File: src/rtl/axba_pkg.sv
// Shared types and default geometry for the AXBA line decompressor.
package axba_pkg;

   typedef enum logic [1:0] {
      ZERO = 2'd0,
      MID  = 2'd1,
      ONES = 2'd2
   } fill_mode_e;

   typedef enum logic {
      COLLECT = 1'b0,
      DELIVER = 1'b1
   } dec_state_e;

   localparam int AXBA_W     = 32;
   localparam int AXBA_DROP  = 8;
   localparam int AXBA_LANES = 8;
   localparam int AXBA_BEATS = 1;

endpackage

File: src/rtl/axba_word_expand.sv
// Rebuilds one W-bit word from a truncated compressed word by appending DROP fill bits.
module axba_word_expand
   import axba_pkg::*;
#(
   parameter int W    = AXBA_W,
   parameter int DROP = AXBA_DROP
) (
   input  logic [W-DROP-1:0] cw,
   input  logic [1:0]        mode,
   output logic [W-1:0]      word
);

   generate
      if (DROP == 0) begin : g_passthru
         logic unused_mode;
         assign unused_mode = ^mode;
         assign word        = cw;
      end else begin : g_fill
         logic [DROP-1:0] fill;
         // Reserved encoding 3 falls into the default arm and fills with zeros.
         always_comb begin
            fill = '0;
            case (fill_mode_e'(mode))
               MID:     fill[DROP-1] = 1'b1;
               ONES:    fill = '1;
               default: fill = '0;
            endcase
         end
         assign word = {cw, fill};
      end
   endgenerate

endmodule

File: src/rtl/axba_line_decompressor.sv
// Collects BEATS compressed beats into one reconstructed line and hands it off.
// Optional lane parity checking is enabled with `define AXBA_DECOMP_PARITY_EN.
module axba_line_decompressor
   import axba_pkg::*;
#(
   parameter int W     = AXBA_W,
   parameter int DROP  = AXBA_DROP,
   parameter int LANES = AXBA_LANES,
   parameter int BEATS = AXBA_BEATS
) (
   input  logic                        clk,
   input  logic                        reset,
   input  logic [LANES*(W-DROP)-1:0]   in_data,
   input  logic                        in_valid,
   output logic                        in_ready,
   input  logic [1:0]                  fill_mode,
   output logic [LANES*BEATS*W-1:0]    out_data,
   output logic                        out_valid,
   input  logic                        out_ready,
`ifdef AXBA_DECOMP_PARITY_EN
   input  logic [LANES-1:0]            in_parity,
   output logic                        parity_err,
`endif
   output logic [15:0]                 lines_done
);

   localparam int CW = W - DROP;
   localparam int N  = LANES * BEATS;
   localparam int BW = (BEATS > 1) ? $clog2(BEATS) : 1;

   dec_state_e         state_q, state_d;
   logic [BW-1:0]      beat_q, beat_d;
   logic [1:0]         mode_q, mode_d;
   logic [N*W-1:0]     line_q, line_d;
   logic [15:0]        done_q, done_d;
   logic [1:0]         eff_mode;
   logic [LANES*W-1:0] beat_words;
   logic               beat_acc;

   assign beat_acc = in_valid && (state_q == COLLECT);
   // Beat 0 expands with the live mode; later beats reuse the mode captured with beat 0.
   assign eff_mode = (beat_q == '0) ? fill_mode : mode_q;

   for (genvar i = 0; i < LANES; i++) begin : g_lane
      axba_word_expand #(.W(W), .DROP(DROP)) u_expand (
         .cw   (in_data[i*CW +: CW]),
         .mode (eff_mode),
         .word (beat_words[i*W +: W])
      );
   end

   always_comb begin
      state_d = state_q;
      beat_d  = beat_q;
      mode_d  = mode_q;
      line_d  = line_q;
      done_d  = done_q;
      case (state_q)
         COLLECT: begin
            if (in_valid) begin
               if (beat_q == '0) mode_d = fill_mode;
               for (int b = 0; b < BEATS; b++) begin
                  if (beat_q == BW'(b)) line_d[b*LANES*W +: LANES*W] = beat_words;
               end
               if (beat_q == BW'(BEATS-1)) begin
                  beat_d  = '0;
                  state_d = DELIVER;
               end else begin
                  beat_d = beat_q + 1'b1;
               end
            end
         end
         DELIVER: begin
            if (out_ready) begin
               state_d = COLLECT;
               done_d  = done_q + 16'd1;
            end
         end
         default: state_d = COLLECT;
      endcase
   end

   always_ff @(posedge clk) begin
      if (reset) begin
         state_q <= COLLECT;
         beat_q  <= '0;
         mode_q  <= ZERO;
         line_q  <= '0;
         done_q  <= '0;
      end else begin
         state_q <= state_d;
         beat_q  <= beat_d;
         mode_q  <= mode_d;
         line_q  <= line_d;
         done_q  <= done_d;
      end
   end

   assign in_ready   = (state_q == COLLECT);
   assign out_valid  = (state_q == DELIVER);
   assign out_data   = line_q;
   assign lines_done = done_q;

`ifdef AXBA_DECOMP_PARITY_EN
   logic             perr_q, perr_d;
   logic [LANES-1:0] lane_bad;

   always_comb begin
      lane_bad = '0;
      for (int i = 0; i < LANES; i++) begin
         lane_bad[i] = (^in_data[i*CW +: CW]) ^ in_parity[i];
      end
      perr_d = perr_q || (beat_acc && (|lane_bad));
   end

   always_ff @(posedge clk) begin
      if (reset) perr_q <= 1'b0;
      else       perr_q <= perr_d;
   end

   assign parity_err = perr_q;
`else
   logic unused_acc;
   assign unused_acc = beat_acc;
`endif

endmodule

File: config.mk
export PLATFORM = sky130hd
export DESIGN_NAME = axba_line_decompressor
export DESIGN_NICKNAME = d
export VERILOG_FILES = /design/src/rtl/axba_pkg.sv /design/src/rtl/axba_word_expand.sv /design/src/rtl/axba_line_decompressor.sv
export SDC_FILE = /design/constraint.sdc
export NUM_CORES = 1
export LEC_CHECK = 0
export CAP_MARGIN = 5
export CORE_AREA = 2 2 182 184
export CTS_CLUSTER_DIAMETER = 80
export CTS_CLUSTER_SIZE = 40
export DETAILED_ROUTE_END_ITERATION = 8
export DIE_AREA = 0 0 184 186
export PLACE_DENSITY = 0.59
export SYNTH_ARGS = -nofsm -noshare
export SYNTH_HDL_FRONTEND = slang
export SYNTH_SLANG_ARGS = --single-unit
export TNS_END_PERCENT = 50
File: constraint.sdc
create_clock -name clk -period 1.8 [get_ports clk]
set_clock_uncertainty 0.05 [all_clocks]
set_input_delay 0.18 -clock clk [delete_from_list [all_inputs] [get_ports clk]]
set_output_delay 0.18 -clock clk [all_outputs]
set_load 0.01 [all_outputs]
* After elaboration in Yosys (flattened, before gate mapping) *
Index checks and enable logic that the tools add are counted.

word-level totals
  register bits after elaboration = 276
  latch bits = 0
  RAM bits = 0
  ROM bits = 0
  input port bits = 198
  output and inout port bits = 274
  word-level logic and storage cells = 23
  memories = 0

operators by class
  add/subtract/negate cells = 2
  multipliers = 0
  div/mod/pow operators = 0
  magnitude comparators = 0
  equality and inequality tests = 2
  shift-type cells = 0
  muxes and demuxes = 8
  bitwise operators = 2
  reductions and logical operators = 4

operator list
  cell                     number
  $add A16 B1 Y16 const B  1
  $mux W7                  1
  $mux W1                  5
  $reduce_and A2 Y1        2
  $reduce_and A3 Y1        1
  $eq A2 B1 Y1 const B     1
  $eq A2 B2 Y1 const B     1
  $mux W2                  1
  $not A1 Y1               2
  $pmux W1 S2              1
  $reduce_or A2 Y1         1
  $add A1 B1 Y1 const B    1

* Depth between registers and ports, before layout *
Gate-level depths: netlist (run 1).

  word-level depth = 4
  mapped depth = 7

* By module *
From an unflattened synthesis (run 1), not the netlist that was laid out.

unflattened totals
  cells, all modules = 1462
  area total of the unflattened synthesis = 11492.3 µm²

by module, submodules not included
  module                  instances  cells an instance  area each (µm²)  sequential area each (µm²)
  axba_line_decompressor  1          1198               9530.4           5465.2
  axba_word_expand        8          33                 245.2            0.0

* Worst setup path after synthesis (run 1) *
Ideal clock, no wire load.

  path kind = register -> output
  start = reg, netlist name out_data[230]
  end = out out_data[100]
  data arrival time = 1.518 ns
  data required time = 1.570 ns
  slack = 0.052 ns
  stages on the path, launching flop included = 2
  path buffers = 1
  cell sequence = dfxtp_1 -> buf_4

RTL lines
  item              RTL line                      source
  end: declaration  axba_line_decompressor.sv:17  output logic [LANES*BEATS*W-1:0] out_data,

* Worst setup path after layout (run 1) *
  start = reg done_q[4] (netlist: lines_done[4])
  end = out lines_done[4]

RTL lines
  item                      RTL line                      source
  start: declaration        axba_line_decompressor.sv:35  logic [15:0] done_q, done_d;
  start signal: assignment  axba_line_decompressor.sv:95  done_q <= done_d;
  end: declaration          axba_line_decompressor.sv:24  output logic [15:0] lines_done

No word-level cell between the ends.

==> flow_metrics.env, run 1 <==
export IMPL_outcome="completed"
export IMPL_vdd_drop_max_mv=0.660
export IMPL_core_sq_um=32200
export IMPL_path_max_fanout=5
export IMPL_cp_end_kind="output pin"
export IMPL_required_ns=1.57
export IMPL_synthAdderAreaFrac=0.00321
export IMPL_worst_pin_slew_ns=0.455
export IMPL_tns_ns=0
export IMPL_final_nets=1596
export IMPL_p_switching_mw=2.91
export IMPL_cts_made_buffers=14
export IMPL_initial_core_util=0.242
export IMPL_intPower_mw=7.93
export IMPL_finalPower_mw=10.8
export IMPL_antenna_diode_count=0
export IMPL_fp_dieW_um=184
export IMPL_netlist_area_sq_um=7800
export IMPL_overflow=0
export IMPL_fin_crit_ns=1.73
export IMPL_drtPass1Iterations=4
export IMPL_syn_area_per_cell_sq_um=7.86
export IMPL_grt_pass1_vias=7276
export IMPL_ys_seq_area_frac=0.542
export IMPL_ys_seq_elements=211
export IMPL_slew_headroom=0.697
export IMPL_clockRootBuffer="clkbuf_16"
export IMPL_chipHeight_um=186
export IMPL_viasPerCell=4.29
export IMPL_period_share=0.963
export IMPL_synth_mux_area_fraction=0
export IMPL_synth_edf_count=0
export IMPL_die_area_sq_um=34200
export IMPL_yosysWarnings=0
export IMPL_power_density_nw_per_um2=810
export IMPL_min_path_type="input pin to flip-flop"
export IMPL_critPathKind="flip-flop to output pin"
export IMPL_path_cells="clkdlybuf4s50_1"
export IMPL_final_common_cell="clkdlybuf4s50_1"
export IMPL_drive_above_1_share=0.0556
export IMPL_grt_setup_unrepaired="false"
export IMPL_max_cap_violations=0
export IMPL_pre_cts_slack_ns=0.0570
export IMPL_htreeDepth=1
export IMPL_setup_violations=0
export IMPL_drc=0
export IMPL_seqPwrFrac=0.468
export IMPL_synth_cell_type_count=22
export IMPL_antenna_found_initial=1
export IMPL_synthXorXnorAreaFrac=0.0135
export IMPL_swShare=0.268
export IMPL_cts_sinks=211
export IMPL_io_buffers=471
export IMPL_area_delta_synth_final_pct=71.7
export IMPL_critPathArrivalTime_ns=1.50
export IMPL_worst_path_buf_inv=1
export IMPL_cp_top_family="buffers and inverters"
export IMPL_tritoncts="built"
export IMPL_cellLeakagePower_nw=5.27
export IMPL_wl_per_cell_um=15.4
export IMPL_first_iter_violations=248
export IMPL_io_pins=472
export IMPL_rows=66
export IMPL_fin_util=0.416
export IMPL_clk_path_buf_depth=3
export IMPL_regArea_sq_um=4230
export IMPL_start_kind="flip-flop"
export IMPL_multiInputGateArea_sq_um=2830
export IMPL_placed_cell_area_sq_um=12900
export IMPL_clock_latency_ns=0.49
export IMPL_whs_ns=0.0365
export IMPL_grt_max_degree=57
export IMPL_final_cell_mix="407 x clkdlybuf4s50_1, 392 x nand2_1, 208 x dfxtp_1"
export IMPL_nFillCells=3259
export IMPL_synth_cells=992
export IMPL_postRouteAntennaNets=0
export IMPL_fmax_mhz=577
export IMPL_synth_top_family_by_area="simple AND/OR/NAND/NOR gates"
export IMPL_finalMaxSlewViolations=0
export IMPL_cts_clk_slew_worst_paths_ns=0.10
export IMPL_grtUsageTotal=0.153
export IMPL_fin_ws_ns=0.0664
export IMPL_hold_viol=0
export IMPL_design_area_sq_um=13400
export IMPL_dp_cells=1788
export IMPL_crit_slowest_cell="clkdlybuf4s50_1"
export IMPL_power_frac_comb=0.190
export IMPL_syn_num_nets=1192
export IMPL_gp_congestion=0.797
export IMPL_critPathMaxStageDelay_ns=0.58
export IMPL_hpwl_mm=21.0
export IMPL_yosys_area_share_simple=0.214
export IMPL_synth_compound_gate_area_share=0.130
export IMPL_synth_ff_type="dfxtp_1"
export IMPL_grt_pass1_wl_mm=41.2
export IMPL_clkPwrFrac=0.342
export IMPL_async_flop_share=0
export IMPL_via_count=7779
export IMPL_routed_wl_mm=28.0
export IMPL_fin_cells=1812
export IMPL_cts_hold_buf=0
==> cell usage after synthesis, types with 5 or more instances <==
| master | number | area [sq um] |
|---|---|---|
| xnor2_1 | 8 | 70.1 |
| a21oi_1 | 197 | 986 |
| inv_1 | 5 | 18.8 |
| buf_2 | 14 | 70.1 |
| buf_1 | 10 | 37.5 |
| buf_4 | 62 | 465 |
| nor4_1 | 5 | 31.3 |
| clkbuf_1 | 44 | 165 |
| nand2_1 | 393 | 1480 |
| dfxtp_1 | 211 | 4220 |
| nor2_1 | 14 | 52.6 |
==> final timing paths <==
| path | to | start | cells past startpoint | slack [ns] |
|---|---|---|---|---|
| max | lines_done[4] | lines_done[4] | 1 | 0.07 |
| min | lines_done[13] | reset | 2 | 0.04 |
| max reg2reg | lines_done[15] | lines_done[4] | 4 | 0.17 |
| min reg2reg | out_data[175] | out_data[175] | 2 | 0.41 |
==> power groups by stage <==
stage | logic, mW | clock network, mW | registers, mW
6_report | 2.06 | 3.70 | 5.07
5_1_grt | 2.24 | 4.01 | 5.10
4_1_cts | 2.09 | 3.87 | 5.07
3_5_place_dp | 2.12 | 0 | 5.18
3_3_place_gp | 2.11 | 0 | 5.17
2_1_floorplan | 0.646 | 0 | 5.30
==> state kept, by name, indices dropped and copies added, names as in the netlist <==
name / cells
out_data: 194
lines_done: 16
out_valid: 1
==> layer usage <==
metal  vias to the layer above  track usage  share of wire
met5                         -            0        0.00046
met3                        46       0.0342          0.068
met4                         2       0.0499          0.031
met1                      3529        0.183           0.40
li1                       3920            -              -
met2                       282        0.270           0.50
==> logic make-up (layout without fill, tap and decap cells) <==
family	Yosys count	in the layout
AND/OR/NAND/NOR	430	430
XOR/XNOR	12	12
buffers and inverters	135	547
AO/OA/AOI/OAI	202	202
adder cells (fa/ha/maj)	2	2
flip-flops	211	211
==> cell type report <==
type	count	area share
clock buffer	16	0.0291
sequential	211	0.316
multi-input combinational	646	0.211
inverter	5	0.00140
tap	408	0.0381
clock inverter	8	0.00963
timing repair buffer	518	0.394
==> what timing repair did <==
action,4_1_cts,5_1_grt
gates cloned,0,0
gates resized for setup,58,8
setup buffers,0,0
setup endpoints to repair,65,9
No activity file was read; power rests on OpenSTA's default activity.
==> run 2, diff against run 1 <==
CORE_AREA = 2 2 184 186   (was 2 2 182 184)
DIE_AREA = 0 0 186 188   (was 0 0 184 186)
GPL_TIMING_DRIVEN = 0   (was not set)
MAX_ROUTING_LAYER = met4   (was not set)
PLACE_DENSITY = 0.6   (was 0.59)
clock period = 1.45 ns   (was 1.8 ns; I/O delays follow)
==> run 2 against run 1 <==
Effect of this change: the flow now finishes with violations (setup timing); worst setup slack worse by 0.28 ns; sequential share of layout area down 2.3 points; first-iteration DRC count up 9.3%.
==> flow_metrics.env, run 2 (synthesis gave the netlist of run 1 again) <==
export IMPL_path_max_fanout=7
export IMPL_fmax_mhz=600
export IMPL_via_count=8374
export IMPL_final_cell_mix="382 x nand2_1, 206 x dlygate4sd2_1, 196 x clkdlybuf4s50_1"
export IMPL_slew_headroom=0.479
export IMPL_violations="setup timing"
export IMPL_worstReg2RegStart="out_valid"
export IMPL_r2r_setup_slack_ns=-0.08
export IMPL_wl_met3_mm=2.32
export IMPL_io_buffers=470
export IMPL_drive_above_1_share=0.185
export IMPL_crit_end="out_data[64]"
export IMPL_min_path_type="input pin to flip-flop"
export IMPL_cts_made_buffers=15
export IMPL_critPathKind="flip-flop to output pin"
export IMPL_cts_clk_slew_worst_paths_ns=0.11
export IMPL_rows=67
export IMPL_grt_setup_unrepaired="true"
export IMPL_viasPerCell=4.26
export IMPL_period_share=1.15
export IMPL_fin_crit_ns=1.67
export IMPL_dr_wl_met2_mm=16.6
export IMPL_first_iter_violations=271
export IMPL_worst_pin_slew_ns=0.782
export IMPL_clk_path_buf_depth=3
export IMPL_antenna_found_initial=2
export IMPL_vdd_drop_max_mv=1.05
export IMPL_critPathArrivalTime_ns=1.47
export IMPL_grt_pass1_vias=8031
export IMPL_chipHeight_um=188
export IMPL_max_cap_violations=0
export IMPL_cp_end_kind="output pin"
export IMPL_hold_viol=0
export IMPL_grtUsageTotal=0.181
export IMPL_largest_reg_flops=194
export IMPL_core_sq_um=33100
export IMPL_hpwl_mm=24.1
export IMPL_cts_sinks=211
export IMPL_start_kind="flip-flop"
export IMPL_ff2ff_path_depth=6
export IMPL_nFillCells=3248
export IMPL_die_area_sq_um=35000
export IMPL_fp_dieW_um=186
export IMPL_required_ns=1.25
export IMPL_final_common_cell="nand2_1"
export IMPL_drc=0
export IMPL_r2r_end="lines_done[11]"
export IMPL_highest_layer="met4"
export IMPL_area_delta_synth_final_pct=87.2
export IMPL_initial_core_util=0.235
export IMPL_drtPass1Iterations=6
export IMPL_critPathLaunch="out_data[230]"
export IMPL_io_pins=472
export IMPL_setup_violations=67
export IMPL_placed_cell_area_sq_um=13100
export IMPL_final_nets=1707
export IMPL_outcome="finished with violations"
export IMPL_overflow=0
export IMPL_htreeDepth=1
export IMPL_fin_util=0.441
export IMPL_design_area_sq_um=14600
export IMPL_fin_ws_ns=-0.216
export IMPL_grt_max_degree=30
export IMPL_wl_met1_mm=13.3
export IMPL_tritoncts="built"
export IMPL_power_density_nw_per_um2=950
export IMPL_cellLeakagePower_nw=6.63
export IMPL_finalMaxSlewViolations=0
export IMPL_clock_latency_ns=0.50
export IMPL_grt_pass1_wl_mm=47.2
export IMPL_routed_wl_mm=33.0
export IMPL_gp_congestion=0.845
export IMPL_wl_per_cell_um=16.8
export IMPL_clockRootBuffer="clkbuf_16"
export IMPL_postRouteAntennaNets=0
==> run 2: cell types whose count changed in the layout (fill, tap and decap cells not counted), sizes merged <==
| cell | change |
|---|---|
| dlymetal6s2s | -5 |
| dlygate4sd3 | +1 |
| diode | +2 |
| clkdlybuf4s50 | -211 |
| inv | +2 |
| dlygate4sd2 | +149 |
| clkinvlp | +1 |
| clkinv | -1 |
| clkbuf | +33 |
| buf | +134 |
| bufinv | -1 |
| clkdlybuf4s15 | +9 |
==> run 2: how the worst min path moves through the flow <==
| stage | startpoint | end | slack (ns) | cells after the start |
|---|---|---|---|---|
| final | reset | out_data[222] | 0.08 | 2 |
| after CTS | reset | out_data[221] | 0.07 | 2 |
| after detailed placement | out_data[247] | out_data[247] | 0.40 | 2 |
| after global placement | out_data[247] | out_data[247] | 0.39 | 2 |
| after floorplan | in_data[72] | out_data[104] | 0.23 | 2 |
| after global routing | reset | out_data[247] | 0.08 | 2 |
==> run 2: report_power, final <==
group / internal (mW) / total, mW / switching (mW)
clock network: 2.19 / 4.81 / 2.62
logic: 1.51 / 2.79 / 1.27
registers: 6.11 / 6.26 / 0.158
==> run 2: repair_timing <==
action                     CTS  global route
resized for setup          640           127
setup endpoints to repair  478           263
setup buffers               15             7
pin swaps                    2            26
cloned                       5             1
hold buffers                 1             0
hold endpoints to repair     3             0
==> run 2: layer usage <==
| layer | GRT usage | vias up |
|---|---|---|
| met5 | - | - |
| met4 | 0.0457 | 0 |
| met3 | 0.0423 | 47 |
| met2 | 0.318 | 291 |
| met1 | 0.204 | 3884 |
| li1 | - | 4152 |
==> run 2: layout make-up <==
cell class / instances / area [sq um] / share of cell area
diodes: 2 / 5.00 / 0.000343
plain buffers: 130 / 1240 / 0.0851
clock buffers: 16 / 389 / 0.0267
clock inverters: 9 / 160 / 0.0110
inverters: 5 / 18.8 / 0.00129
multi-input cells: 646 / 3060 / 0.210
flip-flops and latches: 211 / 4280 / 0.293
well taps: 448 / 561 / 0.0384
repair buffers: 498 / 4880 / 0.334
==> run 2: critical path, stage by stage, from the launching register on <==
cell,delay (ns)
dfxtp_4,0.37
buf_6,0.12
buf_12,0.12
buf_16,0.14
buf_6,0.11
buf_6,0.11
==> run 2: metrics by stage <==
| stage | instances | power [mW] | setup slack, ns | setup TNS (ns) | hold slack (ns) |
|---|---|---|---|---|---|
| 4_1_cts | 1956 | 14.0 | -0.263 | -11.73 | 0.0723 |
| 6_report | 1965 | 13.9 | -0.216 | -9.08 | 0.0795 |
| 5_1_grt | 1965 | 14.5 | -0.277 | -13.95 | 0.0834 |
| 2_1_floorplan | 992 | 7.38 | -0.0322 | -2.92 | 0.231 |
| 3_5_place_dp | 1910 | 9.06 | -0.835 | -138.61 | 0.396 |
| 3_3_place_gp | 1910 | 9.03 | -0.812 | -133.33 | 0.392 |
==> run 3, diff against run 2 <==
==> constraint.sdc (replaced) <==
create_clock -name clk -period 1.45 [get_ports clk]
set_clock_uncertainty 0.05 [all_clocks]
set_input_delay 0.3625 -clock clk [delete_from_list [all_inputs] [get_ports clk]]
set_output_delay 0.3625 -clock clk [all_outputs]
set_load 0.01 [all_outputs]
==> run 3 against run 2 <==
Effect of this change: cell count rose by 0.36%; largest cell class unchanged; clock power fell by 6.2%; flip-flop and latch count did not move; via count rose by 0.31%; sequential share of layout area rose by 1.6 points; critical endpoint is now out_data[5]; core utilization fell by 1.3 points; register-to-register slack got worse by 0.04 ns; hold slack improved by 0.14 ns; die area did not move; combinational power barely moved; the run still ends with setup timing left; power fell by 2.0%.
==> flow_metrics.env, run 3 (synthesis gave the netlist of run 1 again) <==
export IMPL_fp_dieW_um=186
export IMPL_via_count=8400
export IMPL_clk_path_buf_depth=3
export IMPL_whs_ns=0.216
export IMPL_finalMaxSlewViolations=0
export IMPL_dr_wl_met2_mm=16.8
export IMPL_io_buffers=470
export IMPL_wl_per_cell_um=17.0
export IMPL_hpwl_mm=23.6
export IMPL_tns_ns=-18.15
export IMPL_p_switching_mw=3.77
export IMPL_start_kind="flip-flop"
export IMPL_power_frac_comb=0.204
export IMPL_final_common_cell="nand2_1"
export IMPL_clkPwrFrac=0.332
export IMPL_setup_violations=69
export IMPL_min_path_type="input pin to flip-flop"
export IMPL_wl_met3_mm=2.55
export IMPL_core_sq_um=33100
export IMPL_path_max_fanout=7
export IMPL_grt_pass1_wl_mm=47.7
export IMPL_final_cell_mix="391 x nand2_1, 194 x clkdlybuf4s50_1, 191 x a21oi_1"
export IMPL_final_nets=1716
export IMPL_required_ns=1.04
export IMPL_critPathKind="flip-flop to output pin"
export IMPL_fmax_mhz=561
export IMPL_crit_top_cell="buf_6"
export IMPL_grt_setup_unrepaired="true"
export IMPL_fin_util=0.428
export IMPL_outcome="finished with violations"
export IMPL_antenna_found_initial=0
export IMPL_chipHeight_um=188
export IMPL_routed_wl_mm=33.5
export IMPL_grtUsageTotal=0.183
export IMPL_drive_above_1_share=0.358
export IMPL_slew_headroom=0.516
export IMPL_postRouteAntennaNets=0
export IMPL_worst_path_buf_inv=4
export IMPL_first_iter_violations=263
export IMPL_cts_clk_slew_worst_paths_ns=0.09
export IMPL_critPathArrivalTime_ns=1.37
export IMPL_rows=67
export IMPL_highest_layer="met4"
export IMPL_cts_made_buffers=14
export IMPL_fin_crit_ns=1.78
export IMPL_cts_sinks=211
export IMPL_max_cap_violations=0
export IMPL_cellLeakagePower_nw=6.34
export IMPL_grt_pass1_vias=8159
export IMPL_fin_ws_ns=-0.333
export IMPL_clock_latency_ns=0.49
export IMPL_cp_top_family="buffers and inverters"
export IMPL_viasPerCell=4.26
export IMPL_swShare=0.278
export IMPL_clockRootBuffer="clkbuf_16"
export IMPL_antenna_diode_count=0
export IMPL_gp_congestion=0.805
export IMPL_tritoncts="built"
export IMPL_htreeDepth=1
export IMPL_path_cells="buf_6 > buf_16 > buf_6 > buf_6"
export IMPL_vdd_drop_max_mv=1.04
export IMPL_die_area_sq_um=35000
export IMPL_intPower_mw=9.80
export IMPL_grt_max_degree=28
export IMPL_largest_reg_flops=194
export IMPL_violations="setup timing"
export IMPL_hold_viol=0
export IMPL_initial_core_util=0.235
export IMPL_crit_slowest_cell="dfxtp_4"
export IMPL_period_share=1.23
export IMPL_critPathMaxStageDelay_ns=0.38
export IMPL_overflow=0
export IMPL_drc=0
export IMPL_area_delta_synth_final_pct=81.7
export IMPL_worst_pin_slew_ns=0.726
export IMPL_cp_end_kind="output pin"
export IMPL_wl_met1_mm=13.2
export IMPL_power_density_nw_per_um2=958
export IMPL_io_pins=472
export IMPL_drtPass1Iterations=4
export IMPL_seqPwrFrac=0.464
-- run 3: metrics by stage --
step | cells | instance area, sq um | setup WS (ns) | power [mW]
floorplan | 992 | 7840 | -0.0322 | 7.38
global placement | 1910 | 13100 | -1.10 | 9.02
detailed placement | 1910 | 13100 | -1.16 | 9.05
CTS | 1963 | 14200 | -0.371 | 13.7
global route | 1972 | 14200 | -0.378 | 14.2
finish | 1972 | 14200 | -0.333 | 13.6
-- run 3: final timing paths --
check                start             end  slack [ns]  cells past startpoint
max          out_data[230]     out_data[5]       -0.33                      4
min reg2reg  out_data[140]   out_data[140]        0.40                      2
min                  reset   lines_done[0]        0.22                      2
max reg2reg  lines_done[3]  lines_done[15]       -0.12                      4
-- run 3: what timing repair did --
action	in CTS	in global routing
hold buffers	0	0
cloned	7	4
setup endpoints to repair	478	417
hold endpoints to repair	0	0
setup buffers	22	13
pin swaps	0	8
resized for setup	910	422
-- run 3: power groups by stage --
stage          logic, mW  registers (mW)  clock network, mW
3_3_place_gp        2.60            6.42                  0
3_5_place_dp        2.61            6.44                  0
4_1_cts             2.79            6.28               4.66
6_report            2.77            6.29               4.51
2_1_floorplan      0.802            6.58                  0
5_1_grt             3.00            6.34               4.87
-- run 3: layout make-up --
| cell class | instances | area [sq um] |
|---|---|---|
| well taps | 448 | 561 |
| inverters | 5 | 23.8 |
| fillers | 3321 | 18900 |
| repair buffers | 513 | 4560 |
| flip-flops and latches | 211 | 4370 |
| multi-input cells | 646 | 2950 |
| clock inverters | 9 | 121 |
| plain buffers | 125 | 1210 |
| clock buffers | 15 | 375 |
-- run 3: per-layer routing --
layer | vias to the layer above | track usage
li1 | 4167 | -
met1 | 3871 | 0.207
met2 | 315 | 0.319
met3 | 47 | 0.0429
met4 | 0 | 0.0521
met5 | - | -
